`src/rtl/beeb_bus_sequencer_pkg.sv`:
```
// Shared types and constants for the BBC Micro 1MHz-bus (page FC) sequencer.
// Latency: n/a. Backpressure: n/a.
package beeb_bus_pkg;

  typedef enum logic [2:0] {
    ST_IDLE    = 3'd0,
    ST_QUALIFY = 3'd1,
    ST_CAPTURE = 3'd2,
    ST_REQ     = 3'd3,
    ST_DRIVE   = 3'd4,
    ST_RELEASE = 3'd5
  } state_t;

  localparam int DEF_ADDR_W = 8;
  localparam int DEF_DATA_W = 8;

  // Returned to the bus when the register file never answers a read.
  localparam logic [7:0] READ_TIMEOUT_DATA = 8'hFF;

  function automatic logic [3:0] sat_inc4(input logic [3:0] v);
    return (v == 4'hF) ? v : v + 4'd1;
  endfunction

  function automatic logic [7:0] sat_inc8(input logic [7:0] v);
    return (v == 8'hFF) ? v : v + 8'd1;
  endfunction

endpackage

```
`src/rtl/beeb_bus_sequencer_sync2.sv`:
```
// Pad-input register followed by a two-flop synchroniser for one async strobe.
// Latency: an input change is visible on q after the 3rd rising clk edge. Backpressure: none.
module sync2 #(
  parameter logic RESET_VAL = 1'b1
) (
  input  logic clk,
  input  logic reset,
  input  logic d,
  output logic q
);

  logic in_q;
  logic meta_q;

  always_ff @(posedge clk) begin
    if (reset) begin
      in_q   <= RESET_VAL;
      meta_q <= RESET_VAL;
      q      <= RESET_VAL;
    end else begin
      in_q   <= d;
      meta_q <= in_q;
      q      <= meta_q;
    end
  end

endmodule

```
`src/rtl/beeb_bus_sequencer.sv`:
```
// Turns a qualified page-FC strobe into one req/ack access on the register file and drives read data back.
// Latency: req 8 edges after strobe fall (FILTER_CYCLES=4). Backpressure: req held until ack or timeout.
module beeb_bus_sequencer
  import beeb_bus_pkg::*;
#(
  parameter int FILTER_CYCLES  = 4,
  parameter int TIMEOUT_CYCLES = 64,
  parameter int ADDR_W         = DEF_ADDR_W,
  parameter int DATA_W         = DEF_DATA_W
) (
  input  logic              clk,
  input  logic              reset,
  input  logic              bus_npgfc,
  input  logic              bus_rnw,
  input  logic [ADDR_W-1:0] bus_addr,
  input  logic [DATA_W-1:0] bus_din,
  output logic [DATA_W-1:0] bus_dout,
  output logic              bus_doe,
  output logic              reg_req,
  output logic              reg_we,
  output logic [ADDR_W-1:0] reg_addr,
  output logic [DATA_W-1:0] reg_wdata,
  input  logic              reg_ack,
  input  logic [DATA_W-1:0] reg_rdata,
  output logic              err_timeout
);

  logic npgfc_s;

  state_t            state_q, state_d;
  logic [3:0]        fcnt_q, fcnt_d;
  logic [7:0]        tcnt_q, tcnt_d;
  logic              req_d, we_d, err_d;
  logic [ADDR_W-1:0] addr_d;
  logic [DATA_W-1:0] wdata_d, dout_d;

  sync2 #(.RESET_VAL(1'b1)) u_sync_npgfc (
    .clk   (clk),
    .reset (reset),
    .d     (bus_npgfc),
    .q     (npgfc_s)
  );

  always_ff @(posedge clk) begin
    if (reset) begin
      state_q     <= ST_IDLE;
      fcnt_q      <= '0;
      tcnt_q      <= '0;
      reg_req     <= 1'b0;
      reg_we      <= 1'b0;
      reg_addr    <= '0;
      reg_wdata   <= '0;
      bus_dout    <= '0;
      err_timeout <= 1'b0;
    end else begin
      state_q     <= state_d;
      fcnt_q      <= fcnt_d;
      tcnt_q      <= tcnt_d;
      reg_req     <= req_d;
      reg_we      <= we_d;
      reg_addr    <= addr_d;
      reg_wdata   <= wdata_d;
      bus_dout    <= dout_d;
      err_timeout <= err_d;
    end
  end

  always_comb begin
    state_d = state_q;
    fcnt_d  = fcnt_q;
    tcnt_d  = tcnt_q;
    req_d   = reg_req;
    we_d    = reg_we;
    addr_d  = reg_addr;
    wdata_d = reg_wdata;
    dout_d  = bus_dout;
    err_d   = 1'b0;

    case (state_q)
      ST_IDLE: begin
        if (!npgfc_s) begin
          state_d = ST_QUALIFY;
          fcnt_d  = 4'd1;
        end
      end

      ST_QUALIFY: begin
        if (npgfc_s) begin
          state_d = ST_IDLE;
        end else begin
          fcnt_d = sat_inc4(fcnt_q);
          if (fcnt_d >= 4'(FILTER_CYCLES)) state_d = ST_CAPTURE;
        end
      end

      // Address/data/rnw have been stable for several clocks by now, so a plain sample is safe.
      ST_CAPTURE: begin
        addr_d  = bus_addr;
        we_d    = ~bus_rnw;
        wdata_d = bus_din;
        tcnt_d  = '0;
        req_d   = 1'b1;
        state_d = ST_REQ;
      end

      ST_REQ: begin
        if (reg_ack) begin
          req_d  = 1'b0;
          tcnt_d = '0;
          if (!reg_we) begin
            dout_d  = reg_rdata;
            state_d = ST_DRIVE;
          end else begin
            state_d = ST_RELEASE;
          end
        end else begin
          tcnt_d = sat_inc8(tcnt_q);
          if (tcnt_d >= 8'(TIMEOUT_CYCLES)) begin
            req_d   = 1'b0;
            err_d   = 1'b1;
            dout_d  = DATA_W'(READ_TIMEOUT_DATA);
            state_d = ST_RELEASE;
          end
        end
      end

      ST_DRIVE: begin
        if (npgfc_s) state_d = ST_IDLE;
      end

      ST_RELEASE: begin
        if (npgfc_s) state_d = ST_IDLE;
      end

      default: state_d = ST_IDLE;
    endcase
  end

  // Gated by the strobe so the bus is released the moment the synchronised strobe goes high.
  assign bus_doe = (state_q == ST_DRIVE) && !npgfc_s;

endmodule

```
`config.mk`:
```
export PLATFORM = sky130hd
export DESIGN_NAME = beeb_bus_sequencer
export DESIGN_NICKNAME = d
export VERILOG_FILES = /design/src/rtl/beeb_bus_sequencer_pkg.sv /design/src/rtl/beeb_bus_sequencer_sync2.sv /design/src/rtl/beeb_bus_sequencer.sv
export SDC_FILE = /design/constraint.sdc
export NUM_CORES = 1
export LEC_CHECK = 0
export BUFFER_PORTS_ARGS = -buffer_cell sky130_fd_sc_hd__buf_2
export CAP_MARGIN = 5
export CORE_AREA = 4 4 68 70
export DETAILED_ROUTE_END_ITERATION = 10
export DIE_AREA = 0 0 72 74
export PLACE_DENSITY = 0.76
export SYNTH_ARGS = -nofsm -noshare
export SYNTH_HDL_FRONTEND = slang
export SYNTH_SLANG_ARGS = --single-unit
```
`constraint.sdc`:
```
create_clock -name clk -period 2.4 [get_ports clk]
set_input_delay 0.36 -clock clk [delete_from_list [all_inputs] [get_ports clk]]
set_output_delay 0.36 -clock clk [all_outputs]
set_load 0.05 [all_outputs]
```
==> results of run 1 <==
-- layout make-up --
| type | count | area (um2) | share of cell area |
|---|---|---|---|
| tap | 50 | 62.6 | 0.0261 |
| clock buffer | 5 | 68.8 | 0.0287 |
| clock inverter | 3 | 21.3 | 0.00887 |
| inverter | 13 | 48.8 | 0.0203 |
| sequential | 45 | 901 | 0.376 |
| multi-input combinational | 181 | 986 | 0.411 |
| timing repair buffer | 60 | 310 | 0.129 |
-- kinds of logic (layout without fill, tap and decap cells) --
logic type / count (synthesis) / after routing / synth area share
buffers and inverters: 24 / 81 / 0.0468
DFF: 45 / 45 / 0.455
AOI/OAI and AO/OA: 76 / 76 / 0.235
adders and majority gates: 2 / 2 / 0.0126
and+or+nand+nor: 102 / 102 / 0.245
muxes: 1 / 1 / 0.00569
-- cell usage after synthesis (all sizes together) (2+ instances only) --
master   count
o21ai       17
a31oi       12
nand2       56
buf          5
nand4        4
clkbuf       6
nor2b        4
o32ai        2
a2bb2oi      2
nor2        13
nand3        7
nand2b       3
nor3         4
or4b         2
inv         13
a21oi       26
a211oi       4
dfxtp       45
or2          3
o21bai       2
ha           2
a21o         3
-- final timing paths --
path,startpoint,to,depth (start not counted)
hold reg to reg,u_sync_npgfc.meta_q,u_sync_npgfc.q,1
setup reg to reg,tcnt_q[0],bus_dout[3],5
hold / removal,bus_npgfc,u_sync_npgfc.in_q,2
setup / recovery,tcnt_q[0],bus_dout[3],5
-- flip-flops by register name (all words and copies together) (netlist names) --
signal	count
bus_dout	8
reg_addr	8
reg_wdata	8
tcnt_q	8
fcnt_q	4
state_q	3
err_timeout	1
reg_req	1
reg_we	1
u_sync_npgfc.in_q	1
u_sync_npgfc.meta_q	1
u_sync_npgfc.q	1
-- power breakdown --
part           internal, mW  switching, mW
Sequential            0.750        0.00484
Clock                 0.207          0.268
Combinational        0.0283         0.0336
-- metal layers --
metal	wire, um	global-route usage	up-vias
met5	0	0	-
met4	51	0.0459	0
met3	358	0.0459	7
met2	2060	0.285	62
met1	2120	0.237	846
li1	-	-	990
-- per-stage QoR --
| stage | power, mW | cell area, um2 | utilization | cells | hold slack (ns) |
|---|---|---|---|---|---|
| floorplan | 0.802 | 1980 | - | 250 | 0.389 |
| finish | 1.29 | 2400 | 0.604 | 357 | 0.242 |
| detailed placement | 0.834 | 2310 | 0.581 | 349 | 0.395 |
| global placement | 0.834 | 2310 | 0.581 | 349 | 0.392 |
| CTS | 1.31 | 2400 | 0.604 | 357 | 0.229 |
| global route | 1.33 | 2400 | 0.604 | 357 | 0.234 |
-- worst max-delay path, stage by stage, from the launching register on --
cell	delay, ns
dfxtp_1	0.34
ha_1	0.27
and4_1	0.26
a21o_1	0.21
a211oi_2	0.55
o21ai_0	0.20
==> flow_summary.json, run 1 <==
{
  "cts_root_buf": "clkbuf_8",
  "grt_pass1_wl_um": 7670,
  "via_per_inst": 5.34,
  "seq_area_frac_synth": 0.455,
  "cts_setup_buffers": 0,
  "yosys_register_bits": 45,
  "synth_area_um2": 1980,
  "die_area_um2": 5330,
  "rows": 23,
  "hold_buffers": 0,
  "grt_pass1_vias": 1763,
  "grt_usage": 0.176,
  "drc": 0,
  "ir_drop_mv": 0.384,
  "drt-total-wl_um": 4580,
  "ant_nets": 0,
  "synth_area_leaders": "dfxtp_1 46%, nand2_1 11%, a21oi_1 6.6%",
  "finalSetupViolations": 0,
  "fillers": 364,
  "min_period_over_period": 0.817,
  "final_cell_mix": "56 x nand2_1, 56 x buf_2, 45 x dfxtp_1",
  "clk_pin_slew_ns": 0.09,
  "hpwl_um": 3310,
  "worstSetupPathType": "reg2reg",
  "required_ns": 2.56,
  "setup_ws_ns": 0.438,
  "n_antenna_cell": 0,
  "layout-drive-gt1-share": 0.251,
  "initial_core_util": 0.498,
  "cts_tree": "built",
  "setup_tns_ns": 0,
  "clock_skew_ns": 0.00356,
  "nNetsFinal": 337,
  "power_density_nw_per_um2": 539,
  "area_delta_synth_final_pct": 21.2,
  "synth_flop_cell": "dfxtp_1",
  "die_w_um": 72,
  "maxSlewHeadroom": 0.582,
  "hold_path_class": "in2reg",
  "drtIter0Drc": 220,
  "status": "completed",
  "antenna_found_initial": 0,
  "drv_cap": 0,
  "max_freq_mhz": 510,
  "h-tree-depth": 2,
  "grt_max_degree": 28,
  "ctsResizeCount": 0,
  "die_y_um": 74,
  "async_reset_ff_frac": 0,
  "synth_area_per_cell_um2": 7.92,
  "crit_fanout": 10,
  "place_congestion": 0.914,
  "r2r_slack_ns": 0.44,
  "cp_data_arrival_time_ns": 2.12,
  "yosys.area.top_type": "dfxtp_1",
  "postSynthCellCount": 250,
  "yosysTopAreaCellShare": 0.455,
  "clkLatencyLatePin_ns": 0.30,
  "slew_viol_final": 0,
  "cp-end-kind": "flop",
  "grt_setup_unrepaired": "no",
  "critPathLaunchType": "flop",
  "drtPass1Iterations": 5,
  "via_count": 1905,
  "p_leak_nw": 1.02,
  "numCtsBuffers": 5,
  "core_area_um2": 3970,
  "overflow": 0,
  "cts.sinks": 45,
  "synth.distinct_cells": 40,
  "routedWlPerCell_um": 12.8,
  "dp_slack_ns": 0.437,
  "syn_nets": 281,
  "period_minus_slack_ns": 1.96,
  "ioPinCount": 57,
  "finalHoldViolations": 0,
  "worst_pin_slew_ns": 0.625,
  "yosys_warnings": 0,
  "cts_buffer_depth": 2,
  "synth_edf_count": 0,
  "port_buffers": 56
}
No activity file was read; power rests on OpenSTA's default activity.
==> run 2, diff against run 1 <==
--- a/config.mk
+++ b/config.mk
@@ -7,10 +7,10 @@
 export LEC_CHECK = 0
 export BUFFER_PORTS_ARGS = -buffer_cell sky130_fd_sc_hd__buf_2
 export CAP_MARGIN = 5
-export CORE_AREA = 4 4 68 70
+export CORE_AREA = 4 4 71 73
 export DETAILED_ROUTE_END_ITERATION = 10
-export DIE_AREA = 0 0 72 74
-export PLACE_DENSITY = 0.76
+export DIE_AREA = 0 0 75 77
+export PLACE_DENSITY = 0.73
 export SYNTH_ARGS = -nofsm -noshare
 export SYNTH_HDL_FRONTEND = slang
 export SYNTH_SLANG_ARGS = --single-unit
==> constraint.sdc (replaced) <==
create_clock -name clk -period 1.59 [get_ports clk]
set_input_delay 0.2385 -clock clk [delete_from_list [all_inputs] [get_ports clk]]
set_output_delay 0.2385 -clock clk [all_outputs]
set_load 0.05 [all_outputs]
==> run 2 against run 1 <==
Compared with the run above: the flow now finishes with violations (setup timing); sequential power rose by 51%; non-clock buffer count rose by 23; register-to-register slack got worse by 0.46 ns; total power rose by 63%; die area rose by 8.4%; largest cell class unchanged; highest routed layer unchanged.
==> flow_summary.json, run 2 (synthesis gave the netlist of run 1 again) <==
{
  "drtPass1Iterations": 4,
  "power.internal_mw": 1.66,
  "cts.sinks": 45,
  "numCtsBuffers": 5,
  "grt_max_degree": 40,
  "rows": 24,
  "p_leak_nw": 1.17,
  "place_congestion": 0.831,
  "worstHoldStart": "bus_rnw",
  "drc": 0,
  "path_cells": "ha_4, and4_4, nand4_1, a211oi_4, buf_6, o221a_4",
  "drt-total-wl_um": 5050,
  "die_w_um": 75,
  "slew_viol_final": 0,
  "port_buffers": 56,
  "cts_buffer_depth": 2,
  "setup_ws_ns": -0.0255,
  "ioPinCount": 57,
  "hold_path_class": "in2reg",
  "ir_drop_mv": 0.708,
  "maxSlewHeadroom": 0.673,
  "drv_cap": 0,
  "clk_pin_slew_ns": 0.08,
  "nNetsFinal": 360,
  "ant_nets": 0,
  "p_sw_frac": 0.212,
  "worstSetupPathType": "reg2reg",
  "critPathLaunchType": "flop",
  "clock_power_share": 0.404,
  "pwr-share-comb": 0.058,
  "finalSetupViolations": 2,
  "drtIter0Drc": 137,
  "power_density_nw_per_um2": 777,
  "violations": "setup timing",
  "die_y_um": 77,
  "critPathMaxStageDelay_ns": 0.35,
  "n_antenna_cell": 0,
  "hold_slack_ns": 0.118,
  "power_frac_seq": 0.538,
  "grt_pass1_wl_um": 8130,
  "max_freq_mhz": 619,
  "grt_setup_unrepaired": "yes",
  "die_area_um2": 5780,
  "fin_area_um2": 2720,
  "p_sw_mw": 0.448,
  "finalPower_mw": 2.11,
  "required_ns": 1.83,
  "h-tree-depth": 2,
  "overflow": 0,
  "via_count": 2006,
  "routedWlPerCell_um": 13.2,
  "reg2reg_from": "tcnt_q[1]",
  "worst_pin_slew_ns": 0.488,
  "initial_core_util": 0.455,
  "area_delta_synth_final_pct": 37.2,
  "antenna_found_initial": 0,
  "critical-path-slowest-cell": "dfxtp_2",
  "startpoint": "tcnt_q[1]",
  "crit_fanout": 4,
  "cts_root_buf": "clkbuf_8",
  "finalHoldViolations": 0,
  "setup_tns_ns": -0.0263,
  "grt_usage": 0.177,
  "layout-drive-gt1-share": 0.348,
  "via_per_inst": 5.25,
  "status": "finished with violations",
  "cp-end-kind": "flop",
  "placed_area_um2": 2500,
  "clock_skew_ns": 0.0121,
  "hpwl_um": 3670,
  "core_area_um2": 4350,
  "min_period_over_period": 1.02,
  "final_cell_mix": "55 x nand2_1, 55 x buf_2, 42 x dfxtp_1",
  "period_minus_slack_ns": 1.62,
  "cts_tree": "built",
  "utilization": 0.624,
  "clkLatencyLatePin_ns": 0.30,
  "grt_pass1_vias": 1725,
  "cp_data_arrival_time_ns": 1.86
}
## run 2: changes by cell type in the layout (fill, tap and decap cells not counted), moves of 3 or more
cell / before / now
o21ai_2: 0 / 4
buf_4: 4 / 24
o21ai_0: 17 / 11
buf_6: 0 / 3
dfxtp_2: 0 / 3
dfxtp_1: 45 / 42
## run 2: power by group through the flow
| stage | Clock, mW | Sequential, mW | Combinational (mW) |
|---|---|---|---|
| global route | 0.929 | 1.14 | 0.135 |
| global placement | 0 | 1.16 | 0.115 |
| CTS | 0.881 | 1.14 | 0.116 |
| detailed placement | 0 | 1.16 | 0.116 |
| finish | 0.853 | 1.14 | 0.122 |
| floorplan | 0 | 1.16 | 0.0477 |
## run 2: area by class of cell
class | instances | area (um2)
Clock buffer | 6 | 72.6
Clock inverter | 2 | 38.8
Tap cell | 52 | 65.1
Fill cell | 369 | 1640
Timing Repair Buffer | 83 | 509
Multi-Input combinational cell | 181 | 1080
Sequential cell | 45 | 905
Inverter | 13 | 48.8
## run 2: worst max-delay path: cells and delay by family (launching register included)
| kind | cells | cell delay, ns |
|---|---|---|
| AND/OR/NAND/NOR | 2 | 0.41 |
| adder cells (fa/ha/maj) | 1 | 0.14 |
| flip-flops | 1 | 0.35 |
| buffers and inverters | 1 | 0.16 |
| AO/OA/AOI/OAI | 2 | 0.50 |
## run 2: per-layer routing
layer / part of all wire / GRT usage / vias to the layer above
met5: 0 / 0 / -
met4: 0.011 / 0.0605 / 0
met3: 0.059 / 0.0340 / 5
met2: 0.48 / 0.277 / 70
met1: 0.45 / 0.240 / 898
li1: - / - / 1033
## run 2: per-stage QoR
stage	setup WS [ns]	std cells
4_1_cts	0.0161	380
3_3_place_gp	0.0183	371
2_1_floorplan	-0.00605	250
3_5_place_dp	-0.0525	371
6_report	-0.0255	382
5_1_grt	-0.0863	382
## run 2: final timing paths
check	to	slack (ns)	cells past startpoint
worst max register to register	reg_req	-0.03	6
worst max-delay path	reg_req	-0.03	6
worst min register to register	u_sync_npgfc.meta_q	0.41	1
worst min-delay path	reg_we	0.12	2
## run 2: timing repair
action	in CTS	in global routing
gates cloned	0	0
hold buffers	0	0
gates resized for setup	6	23
pin swaps	1	9
endpoints found under the setup margin	11	16
buffers inserted	1	2
==> run 3, diff against run 2 <==
--- a/config.mk
+++ b/config.mk
@@ -5,12 +5,14 @@
 export SDC_FILE = /design/constraint.sdc
 export NUM_CORES = 1
 export LEC_CHECK = 0
+export ABC_AREA = 1
 export BUFFER_PORTS_ARGS = -buffer_cell sky130_fd_sc_hd__buf_2
 export CAP_MARGIN = 5
-export CORE_AREA = 4 4 71 73
+export CORE_AREA = 4 4 72 74
 export DETAILED_ROUTE_END_ITERATION = 10
-export DIE_AREA = 0 0 75 77
+export DIE_AREA = 0 0 76 78
 export PLACE_DENSITY = 0.73
 export SYNTH_ARGS = -nofsm -noshare
 export SYNTH_HDL_FRONTEND = slang
+export SYNTH_HIERARCHICAL = 1
 export SYNTH_SLANG_ARGS = --single-unit
==> run 3 against run 2 <==
Compared with the run above: the flow now finishes without violations; total power up 70%; non-clock buffer count decreased by 19; die area grew 2.6%; sequential power up 19%; routed wire length fell by 8.6%; maximum frequency increased by 8.4%; design area is 6.3% lower; sequential share of layout area grew 2.2 points; worst setup slack improved by 0.13 ns; synthesized cell count grew 3.2%; critical path type is now reg2out; largest power group unchanged; highest routed layer unchanged.
==> flow_summary.json, run 3 <==
{
  "via_per_inst": 4.98,
  "hold_slack_ns": 0.117,
  "clk_pin_slew_ns": 0.09,
  "synth_common_cells": "45 x dfxtp_1, 40 x nand2_1, 33 x inv_1",
  "hold_path_class": "in2reg",
  "ir_drop_mv": 0.922,
  "port_buffers": 56,
  "power_density_nw_per_um2": 1410,
  "maxSlewHeadroom": 0.590,
  "max_freq_mhz": 671,
  "clock_skew_ns": 0.00926,
  "ant_nets": 0,
  "required_ns": 1.35,
  "fin_area_um2": 2550,
  "synth.distinct_cells": 37,
  "critical-path-slowest-cell": "dfxtp_1",
  "drtPass1Iterations": 4,
  "die_area_um2": 5930,
  "finalHoldViolations": 0,
  "initial_core_util": 0.441,
  "antenna_found_initial": 0,
  "layout_commonest_cell": "buf_2",
  "hold_buffers": 0,
  "final_cell_mix": "55 x buf_2, 43 x dfxtp_1, 39 x nand2_1",
  "placed_area_um2": 2390,
  "yosys.area.top_type": "dfxtp_1",
  "grt_max_degree": 22,
  "status": "completed",
  "async_reset_ff_frac": 0,
  "yosysTopAreaCellShare": 0.444,
  "nNetsFinal": 351,
  "yosys_register_bits": 45,
  "cts.sinks": 45,
  "drt-total-wl_um": 4610,
  "p_sw_frac": 0.406,
  "place_congestion": 0.820,
  "ioPinCount": 57,
  "pwr-share-comb": 0.374,
  "core_area_um2": 4600,
  "n_antenna_cell": 0,
  "die_y_um": 78,
  "min_period_over_period": 0.937,
  "worst_pin_slew_ns": 0.614,
  "cts_root_buf": "clkbuf_8",
  "synth_area_leaders": "dfxtp_1 44%, a21oi_1 7.6%, nand2_1 7.4%",
  "grt_setup_unrepaired": "yes",
  "slew_viol_final": 0,
  "via_count": 1868,
  "synth_area_um2": 2030,
  "h-tree-depth": 2,
  "cp-end-kind": "output pin",
  "yosys_warnings": 6,
  "p_leak_nw": 1.17,
  "yosysMostFrequentCell": "dfxtp_1",
  "finalPower_mw": 3.60,
  "drc": 0,
  "clock_power_share": 0.248,
  "seq_area_frac_synth": 0.444,
  "utilization": 0.554,
  "cts_buffer_depth": 2,
  "period_minus_slack_ns": 1.49,
  "layout-drive-gt1-share": 0.333,
  "finalSetupViolations": 0,
  "postSynthCellCount": 258,
  "overflow": 0,
  "cp_data_arrival_time_ns": 1.25,
  "crit_fanout": 3,
  "synth_area_per_cell_um2": 7.87,
  "critPathLaunchType": "flop",
  "cts_tree": "built",
  "routedWlPerCell_um": 12.3,
  "fillers": 423,
  "area_delta_synth_final_pct": 25.5,
  "p_sw_mw": 1.46,
  "syn_nets": 289,
  "clkLatencyLatePin_ns": 0.30,
  "synth_flop_cell": "dfxtp_1",
  "power.internal_mw": 2.14,
  "die_w_um": 76,
  "worstSetupPathType": "reg2out",
  "critPathMaxStageDelay_ns": 0.36,
  "grt_usage": 0.157,
  "grt_pass1_wl_um": 7850,
  "power_frac_seq": 0.378,
  "hpwl_um": 3400,
  "path_cells": "nor3_2, inv_1, nor2_1, buf_6",
  "numCtsBuffers": 5,
  "drtIter0Drc": 58,
  "grt_pass1_vias": 1786,
  "setup_tns_ns": 0,
  "rows": 25,
  "drv_cap": 0,
  "synth_edf_count": 0
}
[run 3: cell count changes in the layout (fill, tap and decap cells not counted), sizes merged, moves of 4 or more]
cell    previous run  this run
a31oi             12         1
nand3              7        29
a21oi             26        33
nand2             56        48
nor2              13        21
a211oi             4         0
nor2b              4         0
inv               13        37
buf               83        64
[run 3: final cells by class]
type	instances	area (um2)	area share
Multi-Input combinational cell	169	981	0.385
Inverter	35	131	0.0516
Clock buffer	5	68.8	0.0270
Sequential cell	45	903	0.355
Timing Repair Buffer	64	347	0.136
Tap cell	54	67.6	0.0265
Clock inverter	3	47.5	0.0187
[run 3: metal layers]
| metal | vias to the layer above | wire [um] | track usage |
|---|---|---|---|
| li1 | 971 | - | - |
| met1 | 826 | 2070 | 0.191 |
| met2 | 66 | 2120 | 0.262 |
| met3 | 5 | 392 | 0.0580 |
| met4 | 0 | 31 | 0.0374 |
| met5 | - | 0 | 0 |
[run 3: power groups by stage]
stage,Sequential (mW),Clock [mW],Combinational [mW]
6_report,1.36,0.891,1.35
5_1_grt,1.38,0.963,1.46
4_1_cts,1.36,0.921,1.34
3_5_place_dp,1.38,0,1.33
3_3_place_gp,1.38,0,1.32
2_1_floorplan,1.78,0,0.605
[run 3: cell families (layout without fill, tap and decap cells)]
logic type,after synthesis,after routing,share of synthesized area
adder cells (fa/ha/maj),2,2,0.0123
AND/OR/NAND/NOR,106,106,0.277
XOR/XNOR,2,2,0.00863
AO/OA/AOI/OAI,59,59,0.168
flip-flops,45,45,0.444
buffers and inverters,44,107,0.0900
[run 3: repair_timing]
| item | in CTS | in global routing |
|---|---|---|
| buffers inserted | 0 | 0 |
| endpoints found under the setup margin | 1 | 10 |
| pin swaps | 0 | 2 |
| resized for setup | 2 | 20 |
[run 3: worst max-delay path: cells and delay by family (launching register included)]
family                 cells  cell delay, ns
flip-flops                 1            0.36
AND/OR/NAND/NOR            2            0.34
buffers and inverters      2            0.25
[run 3: worst paths after layout]
path,endpoint,cells after the start,from,slack [ns]
worst min register to register,u_sync_npgfc/q,2,u_sync_npgfc/meta_q,0.42
worst min-delay path,u_sync_npgfc/in_q,3,bus_npgfc,0.12
worst max register to register,bus_dout[4],7,tcnt_q[1],0.11
worst max-delay path,bus_doe,4,u_sync_npgfc/q,0.10
[run 3: through the flow]
stage	cells	setup slack (ns)
finish	375	0.100
global route	375	-0.0381
CTS	375	0.0660
detailed placement	367	0.0984
global placement	367	0.162
floorplan	258	0.0986
